### config.mk
export PLATFORM = sky130hd
export DESIGN_NAME = fir_line_sequencer
export DESIGN_NICKNAME = d
export VERILOG_FILES = /design/src/rtl/fir_pkg.sv /design/src/rtl/fir_line_sequencer.sv
export SDC_FILE = /design/constraint.sdc
export NUM_CORES = 1
export LEC_CHECK = 0
export CAP_MARGIN = 20
export CORE_MARGIN = 2
export CORE_UTILIZATION = 45
export DETAILED_ROUTE_END_ITERATION = 16
export PLACE_DENSITY = 0.77
export SYNTH_ARGS = -nofsm -noshare
export SYNTH_HDL_FRONTEND = slang
export SYNTH_SLANG_ARGS = --single-unit
### constraint.sdc
create_clock -name clk -period 5.6 [get_ports clk]
set_clock_uncertainty 0.05 [all_clocks]
set_input_delay 0.56 -clock clk [delete_from_list [all_inputs] [get_ports clk]]
set_output_delay 0.56 -clock clk [all_outputs]
set_load 0.01 [all_outputs]
### src/rtl/fir_pkg.sv
// ----------------------------------------------------------------------------
// fir_pkg
// Shared definitions for the 2D FIR top level: default pixel and dimension
// widths (the dimension width is reused by the line-buffer controller), the
// default controller pipeline drain depth, and the line sequencer state
// encoding.
// ----------------------------------------------------------------------------
package fir_pkg;

  localparam int unsigned DATA_WIDTH_DEF   = 8;
  localparam int unsigned DIM_WIDTH_DEF    = 12;
  localparam int unsigned DRAIN_CYCLES_DEF = 2;

  // Line sequencer state encoding
  localparam int unsigned      ST_W       = 3;
  localparam logic [ST_W-1:0]  ST_IDLE    = 3'd0;
  localparam logic [ST_W-1:0]  ST_LINE    = 3'd1;
  localparam logic [ST_W-1:0]  ST_DRAIN   = 3'd2;
  localparam logic [ST_W-1:0]  ST_RSTADDR = 3'd3;
  localparam logic [ST_W-1:0]  ST_DONE    = 3'd4;

  typedef enum logic [ST_W-1:0] {
    S_IDLE    = ST_IDLE,
    S_LINE    = ST_LINE,
    S_DRAIN   = ST_DRAIN,
    S_RSTADDR = ST_RSTADDR,
    S_DONE    = ST_DONE
  } seq_state_t;

endpackage

### src/rtl/fir_line_sequencer.sv
// ----------------------------------------------------------------------------
// fir_line_sequencer
// Frame sequencer in front of the 2D FIR line-buffer controller. Accepts a
// valid/ready pixel stream for one frame of cfg_width_i x cfg_height_i pixels
// and turns it into controller clock-enables. After every line it issues
// DRAIN_CYCLES flush enables (rd_en=1, data 0) and one address-reset enable
// (rd_en=0), then moves to the next line or reports frame completion.
//
// Ports:
//   clk, rst          clock, asynchronous active-high reset
//   start_i           frame start request (only honoured in IDLE)
//   abort_i           synchronous abort back to IDLE
//   cfg_width_i       pixels per line (>=2), latched on accepted start
//   cfg_height_i      lines per frame (>=1), latched on accepted start
//   in_valid_i/in_ready_o/in_data_i   pixel stream handshake
//   ce_o, data_pixel_o, first_ln_o, rd_en_o   controller drive (registered)
//   busy_o            frame in progress
//   frame_done_o      one-cycle end-of-frame pulse
//   cfg_err_o         one-cycle pulse on rejected start
//   line_idx_o        current line index
// ----------------------------------------------------------------------------
module fir_line_sequencer
  import fir_pkg::*;
#(
  parameter int unsigned DATA_WIDTH   = DATA_WIDTH_DEF,
  parameter int unsigned DIM_WIDTH    = DIM_WIDTH_DEF,
  parameter int unsigned DRAIN_CYCLES = DRAIN_CYCLES_DEF
) (
  input  logic                  clk,
  input  logic                  rst,
  input  logic                  start_i,
  input  logic                  abort_i,
  input  logic [DIM_WIDTH-1:0]  cfg_width_i,
  input  logic [DIM_WIDTH-1:0]  cfg_height_i,
  input  logic                  in_valid_i,
  output logic                  in_ready_o,
  input  logic [DATA_WIDTH-1:0] in_data_i,
  output logic                  ce_o,
  output logic [DATA_WIDTH-1:0] data_pixel_o,
  output logic                  first_ln_o,
  output logic                  rd_en_o,
  output logic                  busy_o,
  output logic                  frame_done_o,
  output logic                  cfg_err_o,
  output logic [DIM_WIDTH-1:0]  line_idx_o
);

  localparam int unsigned      DRN_W    = (DRAIN_CYCLES > 1) ? $clog2(DRAIN_CYCLES) : 1;
  localparam logic [DRN_W-1:0] DRN_LAST = DRN_W'(DRAIN_CYCLES - 1);

  // State and configuration
  seq_state_t            r_state;
  seq_state_t            w_state_nxt;
  logic [DIM_WIDTH-1:0]  r_width;
  logic [DIM_WIDTH-1:0]  r_height;
  logic [DIM_WIDTH-1:0]  w_width_nxt;
  logic [DIM_WIDTH-1:0]  w_height_nxt;

  // Counters
  logic [DIM_WIDTH-1:0]  r_pix_cnt;
  logic [DIM_WIDTH-1:0]  r_line_idx;
  logic [DRN_W-1:0]      r_drain_cnt;
  logic [DIM_WIDTH-1:0]  w_pix_cnt_nxt;
  logic [DIM_WIDTH-1:0]  w_line_idx_nxt;
  logic [DRN_W-1:0]      w_drain_cnt_nxt;

  // Registered outputs and their next values
  logic                  r_in_ready;
  logic                  r_ce;
  logic [DATA_WIDTH-1:0] r_data;
  logic                  r_first_ln;
  logic                  r_rd_en;
  logic                  r_busy;
  logic                  r_frame_done;
  logic                  r_cfg_err;
  logic                  w_ce_nxt;
  logic [DATA_WIDTH-1:0] w_data_nxt;
  logic                  w_first_ln_nxt;
  logic                  w_rd_en_nxt;
  logic                  w_cfg_err_nxt;

  logic                  w_xfer;
  logic                  w_cfg_ok;

  assign w_xfer   = in_valid_i & r_in_ready & (r_state == S_LINE);
  assign w_cfg_ok = (cfg_width_i >= DIM_WIDTH'(2)) && (cfg_height_i != '0);

  // State register
  always_ff @(posedge clk or posedge rst) begin
    if (rst) begin
      r_state <= S_IDLE;
    end else begin
      r_state <= w_state_nxt;
    end
  end

  // Next state, counter updates and controller events for this cycle
  always_comb begin
    w_state_nxt     = r_state;
    w_width_nxt     = r_width;
    w_height_nxt    = r_height;
    w_pix_cnt_nxt   = r_pix_cnt;
    w_line_idx_nxt  = r_line_idx;
    w_drain_cnt_nxt = r_drain_cnt;
    w_ce_nxt        = 1'b0;
    w_data_nxt      = '0;
    w_rd_en_nxt     = 1'b0;
    w_first_ln_nxt  = 1'b0;
    w_cfg_err_nxt   = 1'b0;

    unique case (r_state)
      S_IDLE: begin
        if (start_i) begin
          if (w_cfg_ok) begin
            w_width_nxt     = cfg_width_i;
            w_height_nxt    = cfg_height_i;
            w_pix_cnt_nxt   = '0;
            w_line_idx_nxt  = '0;
            w_drain_cnt_nxt = '0;
            w_state_nxt     = S_LINE;
          end else begin
            w_cfg_err_nxt = 1'b1;
          end
        end
      end

      S_LINE: begin
        if (w_xfer) begin
          w_ce_nxt    = 1'b1;
          w_rd_en_nxt = 1'b1;
          w_data_nxt  = in_data_i;
          if (r_pix_cnt == r_width - DIM_WIDTH'(1)) begin
            w_pix_cnt_nxt   = '0;
            w_drain_cnt_nxt = '0;
            w_state_nxt     = S_DRAIN;
          end else begin
            w_pix_cnt_nxt = r_pix_cnt + DIM_WIDTH'(1);
          end
        end
      end

      // Flush the controller pipeline with zero pixels
      S_DRAIN: begin
        w_ce_nxt    = 1'b1;
        w_rd_en_nxt = 1'b1;
        if (r_drain_cnt == DRN_LAST) begin
          w_drain_cnt_nxt = '0;
          w_state_nxt     = S_RSTADDR;
        end else begin
          w_drain_cnt_nxt = r_drain_cnt + DRN_W'(1);
        end
      end

      // Enable with rd_en low rewinds the controller address counter
      S_RSTADDR: begin
        w_ce_nxt = 1'b1;
        if (r_line_idx == r_height - DIM_WIDTH'(1)) begin
          w_state_nxt = S_DONE;
        end else begin
          w_line_idx_nxt = r_line_idx + DIM_WIDTH'(1);
          w_state_nxt    = S_LINE;
        end
      end

      S_DONE: begin
        w_state_nxt = S_IDLE;
      end

      default: begin
        w_state_nxt = S_IDLE;
      end
    endcase

    // line_idx is only advanced on the RSTADDR exit, so line 0's drain and
    // address-reset enables still carry first_ln
    w_first_ln_nxt = w_ce_nxt & (r_line_idx == '0);

    if (abort_i) begin
      w_state_nxt     = S_IDLE;
      w_pix_cnt_nxt   = '0;
      w_line_idx_nxt  = '0;
      w_drain_cnt_nxt = '0;
      w_ce_nxt        = 1'b0;
      w_data_nxt      = '0;
      w_rd_en_nxt     = 1'b0;
      w_first_ln_nxt  = 1'b0;
      w_cfg_err_nxt   = 1'b0;
    end
  end

  // Configuration, counters and registered outputs
  always_ff @(posedge clk or posedge rst) begin
    if (rst) begin
      r_width      <= '0;
      r_height     <= '0;
      r_pix_cnt    <= '0;
      r_line_idx   <= '0;
      r_drain_cnt  <= '0;
      r_in_ready   <= 1'b0;
      r_ce         <= 1'b0;
      r_data       <= '0;
      r_first_ln   <= 1'b0;
      r_rd_en      <= 1'b0;
      r_busy       <= 1'b0;
      r_frame_done <= 1'b0;
      r_cfg_err    <= 1'b0;
    end else begin
      r_width      <= w_width_nxt;
      r_height     <= w_height_nxt;
      r_pix_cnt    <= w_pix_cnt_nxt;
      r_line_idx   <= w_line_idx_nxt;
      r_drain_cnt  <= w_drain_cnt_nxt;
      r_in_ready   <= (w_state_nxt == S_LINE);
      r_ce         <= w_ce_nxt;
      r_data       <= w_data_nxt;
      r_first_ln   <= w_first_ln_nxt;
      r_rd_en      <= w_rd_en_nxt;
      r_busy       <= (w_state_nxt != S_IDLE);
      r_frame_done <= (w_state_nxt == S_DONE);
      r_cfg_err    <= w_cfg_err_nxt;
    end
  end

  assign in_ready_o   = r_in_ready;
  assign ce_o         = r_ce;
  assign data_pixel_o = r_data;
  assign first_ln_o   = r_first_ln;
  assign rd_en_o      = r_rd_en;
  assign busy_o       = r_busy;
  assign frame_done_o = r_frame_done;
  assign cfg_err_o    = r_cfg_err;
  assign line_idx_o   = r_line_idx;

endmodule

# Word-level counts from Yosys, hierarchy flattened

Index checks and enable logic that the tools add are counted.

Register bits after elaboration: 67
Word-level logic and storage cells: 85
Output and inout bits: 27

Bitwise gates (word level): 3
Equal/unequal tests: 12
Reduce and logical (&&, ||, !) cells: 13
$lt $le $gt $ge: 1
$add $sub $neg: 5
Mux-type cells: 37

Operators by type and width:

| cell                                                               | count |
|---|---|
| 2-to-1 mux 12 bit                                                  | 7 |
| one-hot mux 12 bit (2 select lines)                                | 2 |
| adder 12 x 1 -> 12 bit, second input constant                      | 2 |
| equality test 12 bit                                               | 2 |
| 2-to-1 mux 8 bit                                                   | 3 |
| subtractor 12 x 1 -> 12 bit, second input constant                 | 2 |
| 2-to-1 mux 3 bit                                                   | 7 |
| 2-to-1 mux 1 bit                                                   | 14 |
| greater-or-equal comparator 12 x 2 -> 1 bit, second input constant | 1 |
| zero test 12 bit                                                   | 1 |
| inequality test 3 bit, second input constant                       | 4 |
| one-hot mux 3 bit (4 select lines)                                 | 1 |
| nonzero test 12 bit                                                | 1 |
| nonzero test 3 bit                                                 | 3 |
| AND reduction 4 bit                                                | 2 |
| equality test 3 x 1 -> 1 bit, second input constant                | 2 |
| equality test 3 x 2 -> 1 bit, second input constant                | 2 |
| AND reduction 5 bit                                                | 1 |
| one-hot mux 1 bit (2 select lines)                                 | 2 |
| nonzero test 4 bit                                                 | 1 |
| bitwise AND 1 bit                                                  | 3 |
| equality test 3 bit, second input constant                         | 1 |
| zero test 3 bit                                                    | 1 |
| inequality test 3 x 2 -> 1 bit, second input constant              | 1 |
| 5 further kinds                                                    | 5 |

# Depth between registers and ports, before layout

Gate-level depths: netlist of run 1.

Word-level depth: 7
Gate-level depth with buffers: 12
Depth with buffers taken out: 10

# Least setup slack after synthesis of run 1

OpenSTA, ideal clock, no wires.

Path type: flip-flop to flip-flop
Start: register r_width[0]
End: register r_in_ready, in the netlist in_ready_o
Path buffers: 2
Library setup time: 0.119 ns
Slack: 2.548 ns
Data arrival time: 2.883 ns
Stages on the path, launching flop included: 13
Period minus slack after synthesis: 3.052 ns
Cell sequence: dfrtp_1 -> clkbuf_1 -> inv_1 -> ha_1 -> clkbuf_1 -> or3b_2 -> o21a_1 -> o21ai_1 -> a31oi_1 -> a2111o_1 -> or3_4 -> o21a_1 -> o21a_1

Word-level cells in the longest chain between the ends: 7

RTL lines:

| element                            | RTL line                  | text |
|---|---|---|
| start: declaration                 | fir_line_sequencer.sv:54  | `logic [DIM_WIDTH-1:0] r_width;` |
| start signal: assignment           | fir_line_sequencer.sv:208 | `r_width <= w_width_nxt;` |
| subtractor 12 x 1 -> 12 bit        | fir_line_sequencer.sv:132 | `if (r_pix_cnt == r_width - DIM_WIDTH'(1)) begin` |
| equality test 12 bit               | fir_line_sequencer.sv:132 |  |
| 2-to-1 mux 3 bit                   | fir_line_sequencer.sv:132 |  |
| 2-to-1 mux 3 bit                   | fir_line_sequencer.sv:128 | `if (w_xfer) begin` |
| one-hot mux 3 bit (4 select lines) | fir_line_sequencer.sv:111 | `unique case (r_state)` |
| 2-to-1 mux 3 bit                   | fir_line_sequencer.sv:178 | `if (abort_i) begin` |
| equality test 3 x 1 -> 1 bit       | fir_line_sequencer.sv:213 | `r_in_ready <= (w_state_nxt == S_LINE);` |
| end signal: assignment             | fir_line_sequencer.sv:213 |  |
| end: declaration                   | fir_line_sequencer.sv:68  | `logic r_in_ready;` |

No other way between the ends.
A chain may end at the register's enable or synchronous reset.

# Worst setup path after layout of run 1

Start: register r_width[0]
End: register r_pix_cnt[9]

Word-level cells in the longest chain between the ends: 6

RTL lines:

| element                             | RTL line                  | text |
|---|---|---|
| subtractor 12 x 1 -> 12 bit         | fir_line_sequencer.sv:132 |  |
| equality test 12 bit                | fir_line_sequencer.sv:132 |  |
| 2-to-1 mux 12 bit                   | fir_line_sequencer.sv:132 |  |
| 2-to-1 mux 12 bit                   | fir_line_sequencer.sv:128 |  |
| one-hot mux 12 bit (2 select lines) | fir_line_sequencer.sv:111 |  |
| 2-to-1 mux 12 bit                   | fir_line_sequencer.sv:178 |  |
| end signal: assignment              | fir_line_sequencer.sv:210 | `r_pix_cnt <= w_pix_cnt_nxt;` |
| end: declaration                    | fir_line_sequencer.sv:60  | `logic [DIM_WIDTH-1:0] r_pix_cnt;` |

No other way between the ends. The select of a mux whose other input is x is not followed.

==> impl_metrics.csv, run 1 <==
group,metric,value,unit
grt,grt_overflow,0,
critical_path,end_kind,"flip-flop",
clock_network,htree_levels,3,
sta,hold_viol_final,0,
clock_network,cts_setup_buffers,0,
drt,antenna_left,0,
sta,drv_slew,0,
logic_synthesis,syn_area_per_cell,9.69,sq um
layout,final_cell_mix,"dfrtp_1 (67), clkdlybuf4s50_1 (63), nor2_1 (26), mux2_2 (25), nand2_1 (23)",
logic_synthesis,synth_cell_type_count,62,
logic_synthesis,yosysSeqAreaShare,41.9,%
clock_network,cts_buffers,9,
grt,grt_max_degree,68,
sta,period_needed,3230,ps
grt,grt_pass1_vias,3352,
clock_network,cts_resized,0,
floorplan,die_y,98.3,microns
critical_path,crit_fanout,9,
placed_design,hpwl,6790,microns
layout,num_antenna_cells,0,
placed_design,gp_congestion,0.906,
clock_network,ctsLongestPathBuffers,2,
logic_synthesis,yosysWarnings,0,
power_and_ir_drop,p_per_area,245,mW/mm^2
clock_network,tritoncts,"done",
floorplan,pin_count,64,
floorplan,die_w,98.3,microns
critical_path,crit_path_start_kind,"flip-flop",
logic_synthesis,synth_fp_nets,455,
floorplan,start_util,46.1,%
layout,fillCellCount,755,
layout,finish.instance_area,0.00486,sq mm
clock_network,clk_latency,340,ps
power_and_ir_drop,p_leak,1.92,nW
layout,seqCellArea,0.00168,sq mm
floorplan,floorplan.rows,34,
logic_synthesis,postSynth.asyncResetShare,100,%
sta,hold_ws,512,ps
drt,wl_per_cell,16.6,microns
sta,clock.fmax,0.309,GHz
min_path,hp-class,"flip-flop to flip-flop",
status,status,"completed",
placed_design,port_buffers,63,
clock_network,cts_hold_buf,0,
drt,drt_iter0_drc,160,
clock_network,clk_pin_slew_worst_paths,70,ps
sta,rsz0062_at_grt,"no",
floorplan,dieArea,0.00967,sq mm
layout,area_growth,21.3,%
logic_synthesis,synth_seq_cells,67,
sta,tightest_slew,858,ps
critical_path,cp.arrival,3380,ps
grt,grt_pass1_wl,16300,microns
logic_synthesis,synth_flop_cell,"dfrtp_1",
logic_synthesis,syn_inst,413,
sta,setup_violations,0,
logic_synthesis,synth.cell_area,0.00400,sq mm
sta,fin_tns_setup,0,ps
flow_run,drv_cap,0,
layout,mostFrequentLayoutCell,"dfrtp_1",
drt,num_vias,3363,
sta,fin_crit_sh,57.7,%
critical_path,critical_path_class,"flip-flop to flip-flop",
power_and_ir_drop,irDropWorstVdd,0.000101,V
grt,antenna_found_initial,0,
layout,multi_input_area,0.00214,sq mm
critical_path,critical_path_required,5740,ps
drt,wl,9570,microns
grt,grt.total_usage,20.5,%
placed_design,place_area,0.00466,sq mm
drt,vias_per_cell,5.84,
floorplan,core_area,0.00868,sq mm
clock_network,cts.sinks,67,
clock_network,cts_root_buf,"clkbuf_8",
drt,drc,0,
sta,maxSlewHeadroom,42.8,%
layout,final_nets,505,
drt,dr.pass1.iters,4,
logic_synthesis,synth_edf_count,0,
layout,layout-drive-gt1-share,13.0,%
[worst max-delay path, cell delays in order (launching register included)]
cell	delay [ps]
dfrtp_1	470
inv_1	90
ha_1	320
or3b_2	530
o21a_1	200
o21ai_1	130
a31oi_1	110
a2111o_1	430
or3_4	380
a21oi_2	290
nor3_1	90
[cell type report]
class | instances | area share (%)
multi-input combinational | 303 | 44.0
sequential | 67 | 34.5
timing repair buffer | 64 | 13.1
clock buffer | 10 | 2.83
tap | 108 | 2.78
inverter | 18 | 1.39
clock inverter | 6 | 1.31
[Yosys cell counts, types with 11 or more instances]
cell,n,area (sq um)
xor2_1,12,105
mux2_2,25,282
o21ai_0,11,55.1
xnor2_1,18,158
clkbuf_1,16,60.1
inv_1,18,67.6
nor2_1,26,97.6
nor4_1,12,75.1
nand3_1,15,75.1
nor3_1,20,100
nand2_1,23,86.3
a21oi_1,14,70.1
dfrtp_1,67,1680
[layer usage]
metal	up-vias	wire (microns)	track usage [%]
met5	-	0	0
met3	14	404	4.15
met4	0	99	5.37
li1	1604	-	-
met2	89	4750	33.8
met1	1656	4320	27.6
[cell families after synthesis]
kind of cell / share of synthesized area, %
xor gates and xnor gates: 7.69
and+or+nand+nor: 22.8
adders and majority gates: 1.56
buffers and inverters: 4.72
DFF: 41.9
AOI/OAI and AO/OA: 13.6
muxes: 7.78
[sequential cells by signal, summed over array words and instances (netlist names)]
name	cells
busy_o	1
ce_o	1
cfg_err_o	1
data_pixel_o	8
first_ln_o	1
frame_done_o	1
in_ready_o	1
line_idx_o	12
r_drain_cnt	1
r_height	12
r_pix_cnt	12
r_state	3
r_width	12
rd_en_o	1
[worst paths after layout]
kind / endpoint / from / slack, ps / cells after the start
worst max-delay path: r_pix_cnt[9] / r_width[0] / 2370 / 10
worst min-delay path: r_width[11] / r_width[11] / 510 / 1
worst max register to register: r_pix_cnt[9] / r_width[0] / 2370 / 10
worst min register to register: r_width[11] / r_width[11] / 510 / 1
max in group asynchronous: frame_done_o / rst / 4190 / 3
min in group asynchronous: r_height[2] / rst / 750 / 3
[per-stage QoR]
step                utilization, %  total power [mW]  setup WS [ps]  cells
finish                        56.0              1.19           2370    576
global route                  56.0              1.25           2150    576
CTS                           56.0              1.19           2370    576
detailed placement            53.6             0.786           2070    560
global placement              53.6             0.777           2130    560
floorplan                        -             0.721           2550    413
[where the power goes]
group          total (mW)  internal (mW)  switching [mW]
combinational       0.212          0.112           0.100
sequential          0.566          0.514          0.0521
clock               0.412          0.218           0.194
Power figures use the tool's default switching activity.
==> run 2: changes to the inputs <==
Clock period 5.6 ns to 3.3 ns, I/O delays scaled along.
==> impl_metrics.csv, run 2 (same netlist as run 1, synthesis figures left out) <==
group,metric,value,unit
sta,tightest_slew,568,ps
grt,grt.total_usage,20.3,%
sta,fin_crit_sh,93.9,%
critical_path,crit_path_start_kind,"flip-flop",
placed_design,gp_congestion,0.827,
sta,hold_viol_final,0,
power_and_ir_drop,total_power,2.04,mW
clock_network,clk_pin_slew_worst_paths,70,ps
clock_network,tritoncts,"done",
grt,grt_pass1_vias,3241,
floorplan,core_area,0.00868,sq mm
critical_path,r2r_setup_slack,200,ps
critical_path,worstReg2RegStart,"r_width[0]",
floorplan,start_util,46.1,%
min_path,hp-class,"input pin to async pin",
floorplan,die_y,98.3,microns
status,status,"completed",
sta,fin_tns_setup,0,ps
layout,finish.instance_area,0.00491,sq mm
drt,wl_per_cell,16.4,microns
clock_network,cts_buffers,9,
drt,dr.pass1.iters,4,
critical_path,reg2regPathDepth,10,
drt,vias_per_cell,5.76,
clock_network,clk_latency,350,ps
clock_network,cts_setup_buffers,0,
sta,clock.fmax,0.323,GHz
placed_design,port_buffers,63,
critical_path,reg2reg_to,"r_pix_cnt[10]",
grt,grt_overflow,0,
floorplan,dieArea,0.00967,sq mm
layout,final_cell_mix,"dfrtp_1 (67), clkdlybuf4s50_1 (63), nor2_1 (26), mux2_2 (25), nand2_1 (23)",
sta,period_needed,3100,ps
placed_design,hpwl,6970,microns
power_and_ir_drop,irDropWorstVdd,0.000160,V
sta,drv_slew,0,
floorplan,pin_count,64,
drt,drt_iter0_drc,202,
sta,maxSlewHeadroom,62.2,%
drt,wl,9560,microns
layout,fillCellCount,749,
layout,num_antenna_cells,0,
critical_path,critical_path_required,3450,ps
critical_path,crit_fanout,9,
placed_design,place_area,0.00470,sq mm
flow_run,drv_cap,0,
sta,rsz0062_at_grt,"no",
power_and_ir_drop,p_per_area,415,mW/mm^2
drt,antenna_left,0,
layout,mostFrequentLayoutCell,"dfrtp_1",
sta,setup_violations,0,
layout,area_growth,22.6,%
clock_network,htree_levels,3,
drt,drc,0,
clock_network,cts.sinks,67,
floorplan,floorplan.rows,34,
critical_path,end_kind,"flip-flop",
grt,grt_max_degree,45,
power_and_ir_drop,p_leak,1.95,nW
floorplan,die_w,98.3,microns
layout,final_util,56.6,%
clock_network,cts_root_buf,"clkbuf_8",
clock_network,ctsLongestPathBuffers,2,
grt,grt_pass1_wl,15700,microns
layout,layout-drive-gt1-share,14.4,%
layout,final_nets,511,
grt,antenna_found_initial,0,
drt,num_vias,3345,
critical_path,cp.arrival,3250,ps
critical_path,critical_path_class,"flip-flop to flip-flop",
## run 2: where the power goes
group          leakage (nW)  switching (mW)  internal [mW]
Combinational         0.975           0.184          0.201
Sequential            0.877          0.0779          0.873
Clock                0.0974           0.316          0.385
## run 2: worst max-delay path, cell delays in order (launching register included)
cell	delay (ps)
dfrtp_1	460
inv_1	90
ha_2	260
or3b_2	510
o21a_1	200
o21ai_1	140
a31oi_1	100
a2111o_1	420
or3_4	380
a21oi_2	260
nor3_1	80
## run 2: area by class of cell
| class | instances | area (sq um) | share of cell area [%] |
|---|---|---|---|
| multi-input combinational | 303 | 2150 | 43.7 |
| sequential | 67 | 1680 | 34.1 |
| timing repair buffer | 70 | 683 | 13.9 |
| clock buffer | 11 | 151 | 3.08 |
| tap | 108 | 135 | 2.75 |
| inverter | 18 | 67.6 | 1.38 |
| clock inverter | 4 | 50.0 | 1.02 |
## run 2: through the flow
step	hold WS (ps)	setup slack (ps)	cells
4_1_cts	305	128	581
3_5_place_dp	475	130	566
2_1_floorplan	431	248	413
5_1_grt	336	66.7	581
6_report	300	202	581
3_3_place_gp	469	273	566
## run 2: how the worst max path moves through the flow
stage                           from       endpoint  slack (ps)  depth (start not counted)
after floorplan           r_width[0]     in_ready_o         250                         12
after global placement    r_width[0]  r_pix_cnt[10]         270                         10
after detailed placement  r_width[0]   r_pix_cnt[6]         130                         10
after CTS                 r_width[0]  r_pix_cnt[10]         130                         10
after global routing      r_width[0]   r_pix_cnt[6]          70                         10
final                     r_width[0]  r_pix_cnt[10]         200                         10
## run 2: timing repair
item	4_1_cts	5_1_grt
hold buffers	0	0
setup endpoints to repair	0	6
resized for setup	0	2
## run 2: metal layers
layer	track usage [%]	up-vias	share of wire, %
met5	0	-	0
met4	7.38	0	0.77
met3	4.51	4	5.3
met2	31.2	85	47
met1	28.2	1631	47
li1	-	1625	-
